File: src/rtl/mrd_pkg.sv
// mrd_pkg: shared types and headroom helpers for the mixed-radix BFP frame buffer
package mrd_pkg;
  localparam int DW = 18;
  localparam int LANES = 5;
  typedef logic [DW-1:0] sample_t;
  typedef struct packed {
    sample_t re;
    sample_t im;
  } cplx_lane_t;
  typedef logic [1:0] margin_t;
  typedef enum logic { W_IDLE, W_FILL } wr_state_t;
  typedef enum logic { R_IDLE, R_RUN } rd_state_t;
  function automatic logic [2:0] lane_flags(input sample_t x);
    return {x[DW-2], x[DW-3], x[DW-4]} ^ {3{x[DW-1]}};
  endfunction
  function automatic margin_t flags_to_margin(input logic [2:0] f);
    return f[2] ? 2'd0 : f[1] ? 2'd1 : f[0] ? 2'd2 : 2'd3;
  endfunction
endpackage

File: src/rtl/mrd_bfp_bank_ram.sv
// mrd_bfp_bank_ram: simple dual-port RAM with registered read data (1-cycle latency)
module mrd_bfp_bank_ram #(
  parameter int W = 180,
  parameter int DEPTH = 24,
  parameter int AW = $clog2(DEPTH)
) (
  input  logic          clk,
  input  logic          we,
  input  logic [AW-1:0] waddr,
  input  logic [W-1:0]  wdata,
  input  logic          re,
  input  logic [AW-1:0] raddr,
  output logic [W-1:0]  rdata
);
  logic [W-1:0] mem [DEPTH];
  logic [W-1:0] rdata_q;
  always_ff @(posedge clk) begin
    if (we) mem[waddr] <= wdata;
    if (re) rdata_q <= mem[raddr];
  end
  assign rdata = rdata_q;
endmodule

File: src/rtl/mrd_bfp_frame_buf.sv
// mrd_bfp_frame_buf: ping-pong BFP frame buffer tracking per-frame headroom between radix stages
module mrd_bfp_frame_buf #(
  parameter int FRAME_GROUPS = 12,
  parameter int DW = 18,
  parameter int EXPW = 4
) (
  input  logic                 clk,
  input  logic                 rst_n,
  input  logic                 in_val,
  input  logic                 in_sop,
  output logic                 in_rdy,
  input  logic [0:4][DW-1:0]   din_real,
  input  logic [0:4][DW-1:0]   din_imag,
  input  logic [EXPW-1:0]      exp_in,
  output logic                 out_val,
  output logic                 out_sop,
  output logic                 out_eop,
  output logic [0:4][DW-1:0]   dout_real,
  output logic [0:4][DW-1:0]   dout_imag,
  output logic [1:0]           margin_out,
  output logic [EXPW-1:0]      exp_out,
  output logic                 frame_err
);
  import mrd_pkg::*;
  localparam int IW = $clog2(FRAME_GROUPS);
  localparam int AW = $clog2(2 * FRAME_GROUPS);
  localparam int RW = LANES * 2 * DW;
  localparam logic [IW-1:0] LAST = IW'(FRAME_GROUPS - 1);
  wr_state_t wst_q, wst_d;
  rd_state_t rst_q, rst_d;
  logic [IW-1:0] widx_q, widx_d, ridx_q, ridx_d, wi;
  logic wbank_q, wbank_d, rbank_q, rbank_d;
  logic [EXPW-1:0] ecap_q, ecap_d;
  logic [2:0] acc_q, acc_d, grp_flags;
  logic [1:0] full_q, full_d, wr_set, rd_clr;
  margin_t [1:0] smarg_q, smarg_d;
  logic [1:0][EXPW-1:0] sexp_q, sexp_d;
  logic v1_q, v1_d, sop1_q, sop1_d, eop1_q, eop1_d, bank1_q, bank1_d;
  logic out_val_q, out_val_d, out_sop_q, out_sop_d, out_eop_q, out_eop_d, frame_err_q, frame_err_d;
  logic [0:4][DW-1:0] dout_real_q, dout_real_d, dout_imag_q, dout_imag_d;
  margin_t margin_q, margin_d;
  logic [EXPW-1:0] exp_q, exp_d;
  logic acc, we, rd_go;
  logic [AW-1:0] waddr, raddr;
  cplx_lane_t [0:LANES-1] wr_word, rd_word;
  mrd_bfp_bank_ram #(.W(RW), .DEPTH(2 * FRAME_GROUPS), .AW(AW)) u_ram (
    .clk   (clk),
    .we    (we),
    .waddr (waddr),
    .wdata (wr_word),
    .re    (rd_go),
    .raddr (raddr),
    .rdata (rd_word)
  );
  // Banks are never both full except when a frame is queued behind one under read.
  assign in_rdy = ~(full_q[0] & full_q[1]);
  assign acc = in_val & in_rdy;
  always_comb begin
    grp_flags = '0;
    for (int k = 0; k < LANES; k++) begin
      wr_word[k].re = din_real[k];
      wr_word[k].im = din_imag[k];
      grp_flags = grp_flags | lane_flags(din_real[k]) | lane_flags(din_imag[k]);
    end
  end
  always_comb begin
    wst_d = wst_q;
    widx_d = widx_q;
    wbank_d = wbank_q;
    ecap_d = ecap_q;
    acc_d = acc_q;
    smarg_d = smarg_q;
    sexp_d = sexp_q;
    wr_set = '0;
    we = 1'b0;
    frame_err_d = 1'b0;
    wi = in_sop ? '0 : widx_q;
    waddr = wbank_q ? AW'(FRAME_GROUPS) + AW'(wi) : AW'(wi);
    if (acc && in_sop) begin
      we = 1'b1;
      frame_err_d = wst_q == W_FILL;
      wst_d = W_FILL;
      widx_d = IW'(1);
      ecap_d = exp_in;
      acc_d = grp_flags;
    end else if (acc && wst_q == W_IDLE) begin
      frame_err_d = 1'b1;
    end else if (acc) begin
      we = 1'b1;
      widx_d = widx_q + IW'(1);
      acc_d = acc_q | grp_flags;
      if (widx_q == LAST) begin
        wst_d = W_IDLE;
        widx_d = '0;
        wbank_d = ~wbank_q;
        wr_set[wbank_q] = 1'b1;
        smarg_d[wbank_q] = flags_to_margin(acc_q | grp_flags);
        sexp_d[wbank_q] = ecap_q;
      end
    end
    rst_d = rst_q;
    ridx_d = ridx_q;
    rbank_d = rbank_q;
    rd_clr = '0;
    // A read starts in the same cycle its bank is seen full, so back-to-back frames leave no gap.
    rd_go = (rst_q == R_RUN) | full_q[rbank_q];
    raddr = rbank_q ? AW'(FRAME_GROUPS) + AW'(ridx_q) : AW'(ridx_q);
    if (rd_go && ridx_q == LAST) begin
      rd_clr[rbank_q] = 1'b1;
      rbank_d = ~rbank_q;
      ridx_d = '0;
      rst_d = R_IDLE;
    end else if (rd_go) begin
      ridx_d = ridx_q + IW'(1);
      rst_d = R_RUN;
    end
    full_d = (full_q & ~rd_clr) | wr_set;
    v1_d = rd_go;
    sop1_d = rd_go & (ridx_q == '0);
    eop1_d = rd_go & (ridx_q == LAST);
    bank1_d = rbank_q;
    out_val_d = v1_q;
    out_sop_d = sop1_q;
    out_eop_d = eop1_q;
    margin_d = sop1_q ? smarg_q[bank1_q] : margin_q;
    exp_d = sop1_q ? sexp_q[bank1_q] : exp_q;
    for (int k = 0; k < LANES; k++) begin
      dout_real_d[k] = v1_q ? rd_word[k].re : dout_real_q[k];
      dout_imag_d[k] = v1_q ? rd_word[k].im : dout_imag_q[k];
    end
  end
  always_ff @(posedge clk) begin
    if (!rst_n) begin
      wst_q <= W_IDLE;
      rst_q <= R_IDLE;
      widx_q <= '0;
      ridx_q <= '0;
      wbank_q <= 1'b0;
      rbank_q <= 1'b0;
      ecap_q <= '0;
      acc_q <= '0;
      full_q <= '0;
      smarg_q <= '0;
      sexp_q <= '0;
      v1_q <= 1'b0;
      sop1_q <= 1'b0;
      eop1_q <= 1'b0;
      bank1_q <= 1'b0;
      out_val_q <= 1'b0;
      out_sop_q <= 1'b0;
      out_eop_q <= 1'b0;
      frame_err_q <= 1'b0;
      dout_real_q <= '0;
      dout_imag_q <= '0;
      margin_q <= '0;
      exp_q <= '0;
    end else begin
      wst_q <= wst_d;
      rst_q <= rst_d;
      widx_q <= widx_d;
      ridx_q <= ridx_d;
      wbank_q <= wbank_d;
      rbank_q <= rbank_d;
      ecap_q <= ecap_d;
      acc_q <= acc_d;
      full_q <= full_d;
      smarg_q <= smarg_d;
      sexp_q <= sexp_d;
      v1_q <= v1_d;
      sop1_q <= sop1_d;
      eop1_q <= eop1_d;
      bank1_q <= bank1_d;
      out_val_q <= out_val_d;
      out_sop_q <= out_sop_d;
      out_eop_q <= out_eop_d;
      frame_err_q <= frame_err_d;
      dout_real_q <= dout_real_d;
      dout_imag_q <= dout_imag_d;
      margin_q <= margin_d;
      exp_q <= exp_d;
    end
  end
  assign out_val = out_val_q;
  assign out_sop = out_sop_q;
  assign out_eop = out_eop_q;
  assign frame_err = frame_err_q;
  assign dout_real = dout_real_q;
  assign dout_imag = dout_imag_q;
  assign margin_out = margin_q;
  assign exp_out = exp_q;
endmodule

File: config.mk
export PLATFORM = sky130hd
export DESIGN_NAME = mrd_bfp_frame_buf
export DESIGN_NICKNAME = d
export VERILOG_FILES = /design/src/rtl/mrd_pkg.sv /design/src/rtl/mrd_bfp_bank_ram.sv /design/src/rtl/mrd_bfp_frame_buf.sv
export SDC_FILE = /design/constraint.sdc
export NUM_CORES = 2
export LEC_CHECK = 0
export CORE_AREA = 4 4 592 829
export DETAILED_ROUTE_END_ITERATION = 8
export DIE_AREA = 0 0 596 833
export RECOVER_POWER = 100
export SETUP_SLACK_MARGIN = 0.2
export SLEW_MARGIN = 20
export SYNTH_ARGS = -nofsm -noshare
export SYNTH_HDL_FRONTEND = slang
export SYNTH_MEMORY_MAX_BITS = 65536
export SYNTH_SLANG_ARGS = --single-unit
File: constraint.sdc
create_clock -name clk -period 13.8 [get_ports clk]
set_input_delay 3.45 -clock clk [delete_from_list [all_inputs] [get_ports clk]]
set_output_delay 3.45 -clock clk [all_outputs]
set_load 0.1 [all_outputs]
[Word-level counts from Yosys, hierarchy flattened]
Memory sizes are Yosys's and may differ from the RTL's. A register that Yosys moved wholly into a read port is not among the register bits.
Cells that the tools add are included.
Word-level totals
  bits in registers: 227
  RAM bits: 4320
  memories kept: 1
Operators by class
  $add $sub $neg: 4
  magnitude comparators: 5
  equal/unequal tests: 3
  mux-type cells: 45
  bitwise logic cells: 35
  reductions and logical operators: 14
Memories
  u_ram.mem: words 24, width 180, rd ports 1, clocked after memory_dff 1, wr ports 1, line mrd_bfp_bank_ram.sv:15  | logic [W-1:0] mem [DEPTH];
Operators by type and width (count)
  3-bit bitwise OR: 10
  3-bit bitwise XOR: 10
  2-bit 2-to-1 mux: 10
  4-bit 2-to-1 mux: 5
  1-bit 2-to-1 mux: 19
  4-bit by 4-bit adder with 5-bit output (first input constant): 2
  5-bit 2-to-1 mux: 2
  3-bit 2-to-1 mux: 3
  4-bit by 1-bit adder with 4-bit output (second input constant): 2
  8-bit bitwise mux: 1
  4-bit == test (second input constant): 2
  1-bit inverter: 7
  1-bit by 2-bit less-than comparator with 1-bit output (second input constant): 3
  1-bit logical AND: 5
  1-bit bitwise AND: 4
  4-bit bitwise mux: 1
  4-bit demux with 1-bit select: 1
  4-bit logical NOT: 1
  2-bit AND reduction: 2
  4-bit AND reduction: 1
  2-bit nonzero test: 2
  2-bit OR reduction: 2
  3-bit AND reduction: 1
  2-bit bitwise AND: 1
  7 further kinds: 9

[Longest topological paths before layout]
  word-level depth: 15
  mapped depth: 10
  mapped depth without buffers: 7

[Cells and area by module]
From an unflattened synthesis, not the netlist that was laid out.
Unflattened totals
  cell total of the unflattened synthesis: 8503
  area, all modules: 178359.8 um^2
By module, submodules not included
  mrd_bfp_bank_ram: instances 1, cells each 7667, area an instance 169814.1 um^2, seq. area each 135129.6 um^2
  mrd_bfp_frame_buf: instances 1, cells each 836, area an instance 8545.7 um^2, seq. area each 4544.4 um^2

[Worst setup path before layout]
Ideal clock, no wire load.
  kind: input to register
  start: input in_sop
  end: memory u_ram.mem[10][0], enable pin
  setup time: 0.724 ns
  arrival: 12.184 ns
  required time: 13.076 ns
  slack: 0.893 ns
  stages: 7
  path buffers: 1
  cell sequence: clkbuf_1 nor2b_1 inv_1 ha_1 nor2b_1 a31oi_1 nor2_1
On the way
  cells in the longest elaborated chain, start to end: 4
  elaborated cells between the ends (all ways): 7
RTL lines
  start: declaration: line mrd_bfp_frame_buf.sv:10  | input logic in_sop,
  branches (longest 4 deep; another with 4-bit by 4-bit adder with 5-bit output)
  end: declaration: line mrd_bfp_bank_ram.sv:15
Parallel ways; which one is timed is not known.

[Final worst setup path]
  start: input in_sop
  end: memory u_ram.mem[9][138], enable pin
Same word-level chain as after synthesis.

==> run summary <==
post-synthesis simple-gate area fraction - 4.16%
Die X - 596 um
slowest cell on the critical path - clkbuf_1
first-pass GRT wire length - 663,000 um
CP Capture Type - register
CP delay by family, top - buffers and inverters
CTS tree - yes
Least-Margin Pin Slew - 7.31 ns
critical path class - primary input to register
via count - 86,530
initial antenna violation count - 113
XOR/XNOR Fraction of Synth Area - 0.182%
area of the multi-input gates - 0.0365 mm^2
Gate Count Post-Synth - 8,685
synthesized flop and latch total - 4,727
final wirelength - 460,000 um
maximum vdd ir drop - 0.123 mV
max frequency - 0.0975 GHz
status - complete, but fails checks
clock sinks - 4,727
global placement routability congestion - 0.760
GRT Util Overall - 18.2%
Int Power - 22.6 mW
Synth Area per Inst - 20.5 um^2
Synthesized Nets - 8,880
Setup crit start - in_sop
Die Ht - 833 um
count of cell types in the netlist - 40
Placed Instance Area - 0.190 mm^2
gr ovfl total - 0
Slew headroom - -387%
Reg area - 0.140 mm^2
post-synthesis sequential area ratio - 78.4%
clock tree buffer depth - 4
HP Start - eop1_q$_SDFF_PN0_
WP depth - 9
H-tree depth - 5
DRC - 0
Crit path arrival time - 10.78 ns
mux contribution to synthesized area - 14.7%
largest family of logic cells by synthesized area - multiplexers
die area - 0.496 mm^2
worst setup margin - 3.55 ns
Critical R2R Launch - ridx_q[2]$_SDFFE_PP0P_
worst slack at placement - 5.84 ns
Fin Hold WS - 0.458 ns
Routed Antenna Nets - 0
# Post-CTS Setup Buffers - 0
final period utilization - 74.3%
1st-pass router iterations - 6
DRT iter0 DRCs - 7,921
Worst Reg2Reg Path Length in Cells - 7
setup TNS - 0 ns
Worst-Skew Late Latency - 1.02 ns
Most used DFF post-synth - edfxtp_1
IO Port Bufs - 378
area delta synth->final - 14.4%
clock share of power - 42.8%
Leakage Power - 62.4 nW
minimum clock period - 10.25 ns
Clock Pin Slew Worst Setup and Hold Paths - 0.06 ns
Sw Pwr - 5.65 mW
EDFF count, synth - 4,500
area share of fa/ha/maj cells after synthesis - 0.0491%
number of global-route vias before repair - 91,300
largest net degree at the start of global routing - 132
Netlist Area Pre-Place - 0.178 mm^2
final setup violation count - 0
CP required - 14.33 ns
cts repair resizes - 0
CTS Hold Bufs - 0
initial cell density of the core - 36.9%
Core Area - 0.483 mm^2
CP Launch Type - primary input
share of post-route cells with drive strength above 1 - 18.9%
Final Skew - 0.0811 ns
asr flop ratio synth - 0%
Final Hold Viols - 0
CP Max Fanout - 39
Hold Path Class - register to register
# rows - 302
worst stage delay on the critical path - 2.50 ns
Max Cap Viol - 78
Total Nets Final - 9,419
critical path cell sequence - dlygate4sd3_1 > clkbuf_1 > nor2b_1 > inv_1 > ha_1 > nor2b_1 > a31oi_1 > nor2_1 > clkbuf_1
combinational group share of total power - 1.6%
WP buf/inv - 4
RSZ-0062 raised after global routing - no
violated checks - max-capacitance violations, max-slew violations
Flop pwr share - 55.7%
Pwr Density - 139 mW/mm^2
switch share - 20.0%
post-DP HPWL - 249,000 um
Vias per Instance - 5.40
Inserted Clock Buffers - 437
post-route cell area - 0.204 mm^2
hold path cells - 1
Routed WL per cell - 28.7 um
filler cell count - 41,501
fin. max-slew vios - 2,876
Ports - 379
YS warnings - 0
clock root cell - clkbuf_16
Compound-Gate Fraction of Synth Area - 1.32%
through the flow:
step / instances / utilization (%) / total power, mW
4_1_cts: 15981 / 42.4 / 28.6
3_5_place_dp: 15169 / 39.4 / 16.5
3_3_place_gp: 15167 / 39.4 / 16.5
5_1_grt: 16003 / 42.2 / 29.2
2_1_floorplan: 8685 / - / 16.2
6_report: 16032 / 42.3 / 28.3
synthesized netlist by cell type (2+ instances only):
master | n | area (um^2)
o211a_1 | 6 | 60.1
nand3b_1 | 3 | 22.5
buf_2 | 106 | 531
dfxtp_1 | 227 | 4540
nand2b_1 | 3 | 18.8
xnor2_1 | 27 | 236
mux2i_1 | 195 | 1950
a31oi_1 | 185 | 1160
clkbuf_1 | 211 | 792
xor2_1 | 5 | 43.8
buf_1 | 107 | 402
nor4_1 | 2 | 12.5
mux4_2 | 1080 | 24300
o21ai_0 | 57 | 285
edfxtp_1 | 4500 | 135000
and2_1 | 10 | 62.6
nand3_1 | 199 | 996
nand2_1 | 1293 | 4850
o21ai_1 | 136 | 681
nand4_1 | 5 | 31.3
and3_1 | 2 | 12.5
nor2_1 | 33 | 124
buf_4 | 47 | 353
ha_1 | 7 | 87.6
a21oi_1 | 6 | 30.0
inv_1 | 8 | 30.0
o31ai_1 | 2 | 15.0
nor3_1 | 8 | 40.0
nor2b_1 | 193 | 1210
a21boi_0 | 12 | 90.1
worst paths after layout:
path / to / slack [ns]
worst max-delay path: u_ram.mem[9][138]$_DFFE_PP_ / 3.55
worst min-delay path: out_eop$_SDFF_PN0_ / 0.46
worst max register to register: u_ram.rdata[48]$_DFFE_PP_ / 4.26
worst min register to register: out_eop$_SDFF_PN0_ / 0.46
kinds of logic after synthesis:
kind of cell,count (synthesis)
flops,4727
simple gates,1755
mux,1275
buf+inv,479
compound gates,408
xor+xnor,34
fa+ha+maj,7
metal layers:
metal	up-vias	wire length, um	GRT usage, %
met5	-	239	0
met3	695	28200	2.86
met2	3023	231000	31.2
met1	46655	187000	24.1
li1	36121	-	-
met4	36	13200	5.11
cell type report:
cell class | instances | area share (%)
Sequential cell | 4727 | 68.5
Multi-Input combinational cell | 3479 | 17.9
Clock buffer | 545 | 5.73
Tap cell | 6384 | 3.92
Timing Repair Buffer | 571 | 2.60
Clock inverter | 267 | 1.26
Antenna cell | 51 | 0.0626
Inverter | 8 | 0.0153
power groups by stage:
stage | logic (mW) | registers (mW) | clock network, mW
floorplan | 0.103 | 16.1 | 0
global placement | 0.449 | 16.0 | 0
detailed placement | 0.470 | 16.1 | 0
CTS | 0.471 | 15.7 | 12.4
global route | 0.479 | 15.7 | 13.0
finish | 0.441 | 15.7 | 12.1
flip-flops by register name (all words and copies together), names as in the netlist, 2 cells and up:
| name | count |
|---|---|
| u_ram.rdata | 180 |
| sexp_q | 8 |
| smarg_q | 4 |
| margin_out | 2 |
| dout_real | 90 |
| full_q | 2 |
| dout_imag | 90 |
| widx_q | 4 |
| u_ram.mem | 4320 |
| exp_out | 4 |
| ridx_q | 4 |
| acc_q | 3 |
| ecap_q | 4 |
layout by cell type, fill, tap and decap left out, types with 5 or more instances in the layout:
cell / count
a21boi_0: 12
a21oi_1: 6
a31oi_1: 185
and2_0: 6
buf_12: 37
buf_4: 62
bufinv_16: 42
clkbuf_1: 189
clkbuf_16: 448
clkbuf_8: 10
clkdlybuf4s50_1: 5
clkinv_1: 100
clkinv_2: 75
clkinv_8: 7
clkinvlp_4: 15
dfxtp_1: 225
diode_2: 51
dlygate4sd3_1: 364
edfxtp_1: 4500
ha_1: 7
inv_1: 7
inv_6: 16
mux2i_1: 195
mux4_2: 1080
nand2_1: 1293
nand3_1: 199
nand4_1: 5
nor2_1: 28
nor2_4: 5
nor2b_1: 193
nor3_1: 8
o211a_1: 6
o21ai_0: 128
o21ai_1: 63
xnor2_1: 27
xor2_1: 5
(Power assumes the default switching activity.)
